--- config.mk ---
export PLATFORM = sky130hd
export DESIGN_NAME = ycr_serial_debug_rx
export DESIGN_NICKNAME = d
export VERILOG_FILES = /design/src/rtl/ycr_serial_debug_rx.sv
export SDC_FILE = /design/constraint.sdc
export NUM_CORES = 1
export LEC_CHECK = 0
export ABC_AREA = 1
export BUFFER_PORTS_ARGS = -buffer_cell sky130_fd_sc_hd__buf_2
export CAP_MARGIN = 30
export CORE_MARGIN = 10
export CORE_UTILIZATION = 57
export DETAILED_ROUTE_END_ITERATION = 12
export GPL_TIMING_DRIVEN = 1
export PLACE_DENSITY_LB_ADDON = 0.12
export SLEW_MARGIN = 10
export SYNTH_ARGS = -nofsm -noshare
export SYNTH_HDL_FRONTEND = slang
export SYNTH_SLANG_ARGS = --single-unit
--- constraint.sdc ---
create_clock -name clk -period 4 [get_ports clk]
set_input_delay 0.8 -clock clk [delete_from_list [all_inputs] [get_ports clk]]
set_output_delay 0.8 -clock clk [all_outputs]
set_load 0.05 [all_outputs]
--- src/rtl/ycr_serial_debug_rx.sv ---
// Serial debug stream receiver: deserializes LSB-first frames framed by a
// one-cycle sync pulse on bit 0, tracks frame lock, flags sync violations,
// raises a masked-match trigger and keeps saturating frame/error counters.
module ycr_serial_debug_rx #(
    parameter int DEBUG_WD = 64,
    parameter int CNT_WD   = 16
) (
    input  logic                clk,
    input  logic                reset_n,
    input  logic                serial_debug_data,
    input  logic                serial_debug_sync,
    input  logic [DEBUG_WD-1:0] match_val,
    input  logic [DEBUG_WD-1:0] match_mask,
    input  logic                clr_cnt,
    output logic [DEBUG_WD-1:0] debug_word,
    output logic                debug_valid,
    output logic                debug_trig,
    output logic                debug_locked,
    output logic                sync_err,
    output logic [CNT_WD-1:0]   frame_cnt,
    output logic [CNT_WD-1:0]   err_cnt
);

    localparam int BCW = $clog2(DEBUG_WD);
    localparam logic [BCW-1:0] LAST_BIT = BCW'(DEBUG_WD - 1);
    localparam logic [BCW-1:0] ONE      = BCW'(1);

    typedef enum logic [1:0] {
        HUNT  = 2'd0,
        RECV  = 2'd1,
        CHECK = 2'd2
    } state_t;

    state_t              state_q, state_d;
    logic [BCW-1:0]      bit_cnt_q, bit_cnt_d;
    logic [DEBUG_WD-1:0] sr_q, sr_d;
    logic [DEBUG_WD-1:0] word_q, word_d;
    logic                valid_q, valid_d;
    logic                trig_q, trig_d;
    logic                locked_q, locked_d;
    logic                err_q, err_d;
    logic [CNT_WD-1:0]   fcnt_q, fcnt_d;
    logic [CNT_WD-1:0]   ecnt_q, ecnt_d;

    // Bits arrive LSB first, so shifting in from the top leaves bit 0 at the
    // bottom once DEBUG_WD bits have been taken.
    logic [DEBUG_WD-1:0] sr_shift;
    assign sr_shift = {serial_debug_data, sr_q[DEBUG_WD-1:1]};

    // State and datapath registers
    always_ff @(posedge clk or negedge reset_n) begin
        if (!reset_n) begin
            state_q   <= HUNT;
            bit_cnt_q <= '0;
            sr_q      <= '0;
            word_q    <= '0;
            valid_q   <= 1'b0;
            trig_q    <= 1'b0;
            locked_q  <= 1'b0;
            err_q     <= 1'b0;
            fcnt_q    <= '0;
            ecnt_q    <= '0;
        end else begin
            state_q   <= state_d;
            bit_cnt_q <= bit_cnt_d;
            sr_q      <= sr_d;
            word_q    <= word_d;
            valid_q   <= valid_d;
            trig_q    <= trig_d;
            locked_q  <= locked_d;
            err_q     <= err_d;
            fcnt_q    <= fcnt_d;
            ecnt_q    <= ecnt_d;
        end
    end

    // Framing FSM: next state, bit capture, word delivery and lock/error flags
    always_comb begin
        state_d   = state_q;
        bit_cnt_d = bit_cnt_q;
        sr_d      = sr_q;
        word_d    = word_q;
        valid_d   = 1'b0;
        trig_d    = 1'b0;
        err_d     = 1'b0;
        locked_d  = locked_q;
        unique case (state_q)
            HUNT: begin
                if (serial_debug_sync) begin
                    sr_d      = sr_shift;
                    bit_cnt_d = ONE;
                    state_d   = RECV;
                end
            end
            RECV: begin
                sr_d = sr_shift;
                if (serial_debug_sync && bit_cnt_q != '0) begin
                    // Early sync: drop the partial frame, this bit becomes bit 0
                    err_d     = 1'b1;
                    locked_d  = 1'b0;
                    bit_cnt_d = ONE;
                end else if (bit_cnt_q == LAST_BIT) begin
                    word_d    = sr_shift;
                    valid_d   = 1'b1;
                    trig_d    = ((sr_shift ^ match_val) & match_mask) == '0;
                    bit_cnt_d = '0;
                    state_d   = CHECK;
                end else begin
                    bit_cnt_d = bit_cnt_q + ONE;
                end
            end
            CHECK: begin
                if (serial_debug_sync) begin
                    // On-time sync after a full frame is what establishes lock
                    sr_d      = sr_shift;
                    bit_cnt_d = ONE;
                    locked_d  = 1'b1;
                    state_d   = RECV;
                end else begin
                    err_d     = 1'b1;
                    locked_d  = 1'b0;
                    bit_cnt_d = '0;
                    state_d   = HUNT;
                end
            end
            default: begin
                state_d   = HUNT;
                bit_cnt_d = '0;
            end
        endcase
    end

    // Saturating counters; they count the cycle a pulse is visible so a
    // clear issued during that pulse wins over the increment
    always_comb begin
        fcnt_d = fcnt_q;
        ecnt_d = ecnt_q;
        if (clr_cnt) begin
            fcnt_d = '0;
            ecnt_d = '0;
        end else begin
            if (valid_q && fcnt_q != '1) fcnt_d = fcnt_q + CNT_WD'(1);
            if (err_q && ecnt_q != '1)   ecnt_d = ecnt_q + CNT_WD'(1);
        end
    end

    assign debug_word   = word_q;
    assign debug_valid  = valid_q;
    assign debug_trig   = trig_q;
    assign debug_locked = locked_q;
    assign sync_err     = err_q;
    assign frame_cnt    = fcnt_q;
    assign err_cnt      = ecnt_q;

endmodule

==> results.py, run 1 <==
metrics = {
    "setup_path": {
        "cp-start-kind": "register",
        "worstPathCellList": "ha_1 -> nand3_1 -> inv_1 -> nand2_1 -> o21ai_2 -> nand2_1 -> inv_2 -> o21ai_0",
        "ff2ff_setup_slack_ns": 1.79,
        "timing.rr.end": "frame_cnt[14]$_DFFE_PN0P_",
        "path_common_cell": "nand2_1",
        "crit_end": "frame_cnt[14]$_DFFE_PN0P_",
        "slowest_delay_ns": 0.50,
        "worstSetupStartpoint": "frame_cnt[0]$_DFFE_PN0P_",
        "arrival_ns": 2.50,
        "cp_max_fo": 13,
        "worst_path_max_delay_cell": "o21ai_2",
        "cp.required_ns": 4.29,
        "r2r-start": "frame_cnt[0]$_DFFE_PN0P_",
        "reg2reg_depth": 8,
        "worstSetupEndpointType": "register",
        "critPathKind": "reg -> reg",
    },
    "die": {
        "dieArea_mm2": 0.0203,
        "die_h_um": 142,
        "start_util_pct": 58.5,
        "row_count": 44,
        "ios": 233,
        "die_width_um": 142,
        "coreArea_mm2": 0.0146,
    },
    "cells_and_area": {
        "final_cell_area_mm2": 0.0104,
        "num-fill-cells": 1230,
        "stdcell_count": 1527,
        "drive_gt1_share_pct": 22.9,
        "diodes": 0,
        "postLayoutCoreUtil_pct": 71.0,
        "nets": 1471,
        "area_delta_synth_final_pct": 21.5,
    },
    "grt": {
        "grt_pass1_vias": 7669,
        "grt_max_degree": 77,
        "grt_pass1_wl_um": 38000,
        "overflow": 0,
        "grt_antenna_before_repair": 1,
        "grt_usage_pct": 23.1,
    },
    "logic_synthesis": {
        "synthTopCellsByArea": "dfrtp_1 50%, nand2_1 15%, o21ai_0 8.6%",
        "synth_edf_count": 0,
        "ys_seq_area_share_pct": 50.2,
        "syn_area_mm2": 0.00853,
        "synth_flop_cell": "dfrtp_1",
        "synth_nets": 1247,
        "yosysTopAreaCellShare_pct": 50.2,
        "netlist-cell-type-count": 34,
        "synth_seq_cells": 171,
        "yosysTopAreaCell": "dfrtp_1",
        "avgSynthCellArea_um2": 7.71,
        "synth_warnings": 0,
        "async_flop_share_pct": 100,
        "syn_inst": 1106,
    },
    "drt": {
        "ant_nets": 0,
        "wl_um": 23600,
        "vias": 7949,
        "wl_per_cell_um": 15.4,
        "detail_route.iter0.violations": 536,
        "routed_via_density": 5.21,
        "drtPass1Iterations": 7,
        "drc": 0,
    },
    "timing": {
        "hold_viol": 0,
        "fmaxAchievable_mhz": 453,
        "whs_ns": 0.377,
        "drv_slew": 0,
        "rsz0062_at_grt": "no",
        "worst_slack_ns": 1.79,
        "relSlewSlack_pct": 46.9,
        "worst-slew-pin-transition_ns": 0.795,
        "min_period_ns": 2.21,
        "finClkSkew_ns": 0.00785,
        "finalSetupViolCount": 0,
        "setup_tns_ns": 0,
        "period_share_pct": 55.2,
    },
    "clock_network": {
        "clk_pin_slew_ns": 0.07,
        "cts.sinks": 171,
        "insertion_delay_ns": 0.42,
        "ctsRootBufferMaster": "clkbuf_16",
        "cts_tree": "done",
        "htree_levels": 4,
        "hold_buffers": 0,
        "clock_path_buffers": 2,
        "cts_buffers": 17,
        "cts_setup_buffers": 0,
        "ctsResizeCount": 0,
    },
    "placement": {
        "dpl_cell_area_mm2": 0.00981,
        "dp_cells": 1495,
        "dp_hpwl_um": 18000,
        "port_buffers": 232,
        "dpl_worst_slack_ns": 1.66,
        "gp_congestion": 0.878,
    },
    "power_and_ir_drop": {
        "power_density_mw_per_mm2": 448,
        "power_mw": 4.64,
        "peakVddDrop_v": 0.000336,
        "p_leak_nw": 5.40,
    },
    "worst_hold_path": {
        "hold_path_class": "in -> async",
    },
    "status": {
        "status": "finished, final reports clean",
    },
    "job": {
        "cap_violations": 0,
    },
}
-- critical path: cells and delay by family, from the launching register on --
family,cells,cell delay [ns]
DFF,1,0.41
AOI/OAI and AO/OA,2,0.61
adders and majority gates,1,0.22
buffers and inverters,2,0.29
and+or+nand+nor,3,0.55
-- per-layer routing --
layer / routed length, um / up-vias / GRT usage, % / share of wire [%]
met5: 7 / - / 0 / 0.030
met4: 449 / 2 / 6.55 / 1.9
met3: 2180 / 39 / 7.34 / 9.2
met2: 10900 / 295 / 35.7 / 46
met1: 10100 / 3648 / 30.6 / 43
li1: - / 3965 / - / -
-- sequential cells by signal, indices dropped and copies added, names as in the netlist --
signal        flops
debug_word       64
sr_q             63
err_cnt          16
frame_cnt        16
bit_cnt_q         6
state_q           2
debug_locked      1
debug_trig        1
debug_valid       1
sync_err          1
-- how the worst min path moves through the flow --
| stage | slack, ns | depth (start not counted) | startpoint | end |
|---|---|---|---|---|
| floorplan | 0.47 | 2 | sr_q[10]$_DFFE_PN0P_ | sr_q[10]$_DFFE_PN0P_ |
| global placement | 0.46 | 2 | debug_word[59]$_DFFE_PN0P_ | debug_word[59]$_DFFE_PN0P_ |
| detailed placement | 0.47 | 2 | debug_word[59]$_DFFE_PN0P_ | debug_word[59]$_DFFE_PN0P_ |
| CTS | 0.43 | 1 | reset_n | sr_q[60]$_DFFE_PN0P_ |
| global route | 0.44 | 1 | reset_n | sr_q[60]$_DFFE_PN0P_ |
| finish | 0.38 | 1 | reset_n | sr_q[60]$_DFFE_PN0P_ |
-- final cells by class --
type / instances / area [um2] / area share (%)
clock inverter: 14 / 119 / 1.15
clock buffer: 18 / 429 / 4.14
sequential: 171 / 4280 / 41.3
multi-input combinational: 756 / 3530 / 34.0
tap: 184 / 230 / 2.22
inverter: 146 / 553 / 5.34
timing repair buffer: 238 / 1220 / 11.8
-- report_power, final --
part / switching (mW) / internal [mW]
logic: 0.694 / 0.331
clock network: 0.713 / 0.808
registers: 0.185 / 1.91
total: 1.59 / 3.05
-- kinds of logic after synthesis --
kind of cell,after synthesis,synth area share (%)
xor gates and xnor gates,15,1.54
AOI/OAI and AO/OA,176,10.7
adders and majority gates,8,1.17
DFF,171,50.2
buffers and inverters,179,8.64
and+or+nand+nor,557,27.8
-- Yosys cell counts (2+ instances only) --
cell / n
nand2_1: 341
dfrtp_1: 171
o21ai_0: 147
inv_1: 142
nand3_1: 97
nor2_1: 60
or2_2: 22
nand4_1: 16
buf_2: 15
clkbuf_1: 11
o21ai_1: 11
xor2_1: 11
nor3_1: 10
a21oi_1: 8
ha_1: 8
nand2_2: 4
o31ai_1: 4
xnor2_1: 4
buf_6: 3
inv_2: 3
buf_4: 2
nand3_2: 2
nor3_2: 2
o21ai_2: 2
-- cells in the final DEF, fill, tap and decap left out, types with 4 or more instances in the layout --
master / synthesis / layout
a21oi_1: 8 / 8
buf_2: 15 / 231
buf_4: 2 / 5
clkbuf_16: 0 / 17
clkinv_4: 0 / 6
clkinvlp_4: 0 / 4
dfrtp_1: 171 / 171
ha_1: 8 / 8
inv_1: 142 / 142
nand2_1: 341 / 341
nand3_1: 97 / 97
nand4_1: 16 / 16
nor2_1: 60 / 60
nor3_1: 10 / 10
o21ai_0: 147 / 147
o21ai_1: 11 / 11
o31ai_1: 4 / 4
or2_2: 22 / 22
xnor2_1: 4 / 4
xor2_1: 11 / 11
No activity file was read; power rests on OpenSTA's default activity.
==> inputs of run 2 (changes only) <==
--- a/config.mk
+++ b/config.mk
@@ -9,7 +9,7 @@
 export BUFFER_PORTS_ARGS = -buffer_cell sky130_fd_sc_hd__buf_2
 export CAP_MARGIN = 30
 export CORE_MARGIN = 10
-export CORE_UTILIZATION = 57
+export CORE_UTILIZATION = 53
 export DETAILED_ROUTE_END_ITERATION = 12
 export GPL_TIMING_DRIVEN = 1
 export PLACE_DENSITY_LB_ADDON = 0.12
==> constraint.sdc (replaced) <==
create_clock -name clk -period 2.18 [get_ports clk]
set_input_delay 0.436 -clock clk [delete_from_list [all_inputs] [get_ports clk]]
set_output_delay 0.436 -clock clk [all_outputs]
set_load 0.05 [all_outputs]
==> results.py, run 2 (synthesis gave the netlist of run 1 again) <==
metrics = {
    "worst_hold_path": {
        "worstHoldStart": "serial_debug_sync",
        "hold_depth": 3,
        "hold_path_class": "in -> reg",
        "hold_end": "debug_locked$_DFFE_PN0P_",
    },
    "timing": {
        "whs_ns": 0.337,
        "finalSetupViolCount": 0,
        "fmaxAchievable_mhz": 562,
        "rsz0062_at_grt": "no",
        "drv_slew": 0,
        "worst-slew-pin-transition_ns": 0.539,
        "setup_tns_ns": 0,
        "finClkSkew_ns": 0.0150,
        "relSlewSlack_pct": 64.1,
        "min_period_ns": 1.78,
        "period_share_pct": 81.7,
        "hold_viol": 0,
    },
    "clock_network": {
        "hold_buffers": 1,
        "cts_setup_buffers": 0,
        "insertion_delay_ns": 0.43,
        "ctsResizeCount": 0,
        "cts.sinks": 171,
        "clk_pin_slew_ns": 0.07,
        "htree_levels": 4,
        "cts_tree": "done",
        "ctsRootBufferMaster": "clkbuf_16",
        "cts_buffers": 17,
        "clock_path_buffers": 2,
    },
    "drt": {
        "drc": 0,
        "wl_um": 23800,
        "drtPass1Iterations": 5,
        "ant_nets": 0,
        "routed_via_density": 5.05,
        "detail_route.iter0.violations": 513,
        "vias": 7928,
        "wl_per_cell_um": 15.1,
    },
    "cells_and_area": {
        "area_delta_synth_final_pct": 23.6,
        "nets": 1480,
        "final_common_cell": "nand2_1",
        "final_cell_mix": "341 x nand2_1, 231 x buf_2, 171 x dfrtp_1",
        "largest_reg_flops": 64,
        "drive_gt1_share_pct": 23.4,
    },
    "grt": {
        "overflow": 0,
        "grt_antenna_before_repair": 3,
        "grt_pass1_wl_um": 38600,
        "grt_usage_pct": 21.9,
        "grt_pass1_vias": 7669,
        "grt_max_degree": 55,
    },
    "setup_path": {
        "worstSetupEndpointType": "register",
        "slowest_delay_ns": 0.41,
        "path_buf_inv": 2,
        "cp-start-kind": "register",
        "ff2ff_setup_slack_ns": 0.40,
        "timing.rr.end": "frame_cnt[8]$_DFFE_PN0P_",
        "worst_path_max_delay_cell": "dfrtp_1",
        "worstPathCellList": "ha_1 -> nand3_1 -> inv_1 -> nand2_1 -> o21ai_2 -> nand2_1 -> inv_2 -> nand2_1 -> o31ai_1",
        "path_common_cell": "nand2_1",
        "cp_max_fo": 7,
        "arrival_ns": 2.10,
        "r2r-start": "frame_cnt[0]$_DFFE_PN0P_",
        "critPathKind": "reg -> reg",
        "crit_family": "simple AND/OR/NAND/NOR gates",
        "cp.required_ns": 2.50,
        "reg2reg_depth": 9,
    },
    "placement": {
        "gp_congestion": 0.947,
        "port_buffers": 232,
        "dp_hpwl_um": 18300,
    },
    "status": {
        "status": "finished, final reports clean",
    },
    "power_and_ir_drop": {
        "p_leak_nw": 5.47,
        "peakVddDrop_v": 0.000591,
        "power_mw": 8.70,
        "power_density_mw_per_mm2": 825,
    },
    "die": {
        "ios": 233,
        "row_count": 46,
        "dieArea_mm2": 0.0216,
        "die_h_um": 147,
        "coreArea_mm2": 0.0158,
        "die_width_um": 147,
        "start_util_pct": 53.9,
    },
    "job": {
        "cap_violations": 0,
    },
}
run 2: how the worst max path moves through the flow:
stage / from / endpoint / slack (ns) / depth (start not counted)
after CTS: frame_cnt[0]$_DFFE_PN0P_ / frame_cnt[8]$_DFFE_PN0P_ / 0.39 / 9
after global placement: frame_cnt[0]$_DFFE_PN0P_ / frame_cnt[14]$_DFFE_PN0P_ / 0.47 / 8
after floorplan: err_cnt[0]$_DFFE_PN0P_ / err_cnt[13]$_DFFE_PN0P_ / 0.24 / 9
after detailed placement: frame_cnt[0]$_DFFE_PN0P_ / frame_cnt[8]$_DFFE_PN0P_ / 0.42 / 9
after global routing: frame_cnt[0]$_DFFE_PN0P_ / frame_cnt[8]$_DFFE_PN0P_ / 0.22 / 9
final: frame_cnt[0]$_DFFE_PN0P_ / frame_cnt[8]$_DFFE_PN0P_ / 0.40 / 9
run 2: per-stage QoR:
stage | utilization, % | std cells | setup slack [ns] | cell area (um2)
2_1_floorplan | - | 1106 | 0.242 | 8530
3_3_place_gp | 62.9 | 1535 | 0.469 | 9960
3_5_place_dp | 62.9 | 1535 | 0.416 | 9960
4_1_cts | 66.6 | 1568 | 0.395 | 10500
5_1_grt | 66.6 | 1570 | 0.221 | 10500
6_report | 66.6 | 1570 | 0.399 | 10500
run 2: worst min-delay path: stages:
cell     delay [ns]
buf_2          0.15
nand3_1        0.09
nand2_1        0.05
run 2: report_power, final:
part / switching [mW] / internal, mW / leakage (nW)
Clock: 1.37 / 1.53 / 0.263
Sequential: 0.335 / 3.51 / 2.36
Combinational: 1.28 / 0.669 / 2.84
run 2: metal layers:
layer  track usage (%)  vias to the layer above  share of wire, %
met3              6.79                       18               7.8
met5                 0                        -                 0
met2              34.1                      244                46
li1                  -                     3990                 -
met4              5.56                        0               1.3
met1              29.1                     3676                45
run 2: final cells by class:
class                      instances  area [um2]
multi-input combinational        756        3530
fill                            1386        5290
clock inverter                    14         124
tap                              216         270
clock buffer                      18         439
timing repair buffer             247        1350
antenna                            2        5.00
sequential                       171        4280
inverter                         146         553
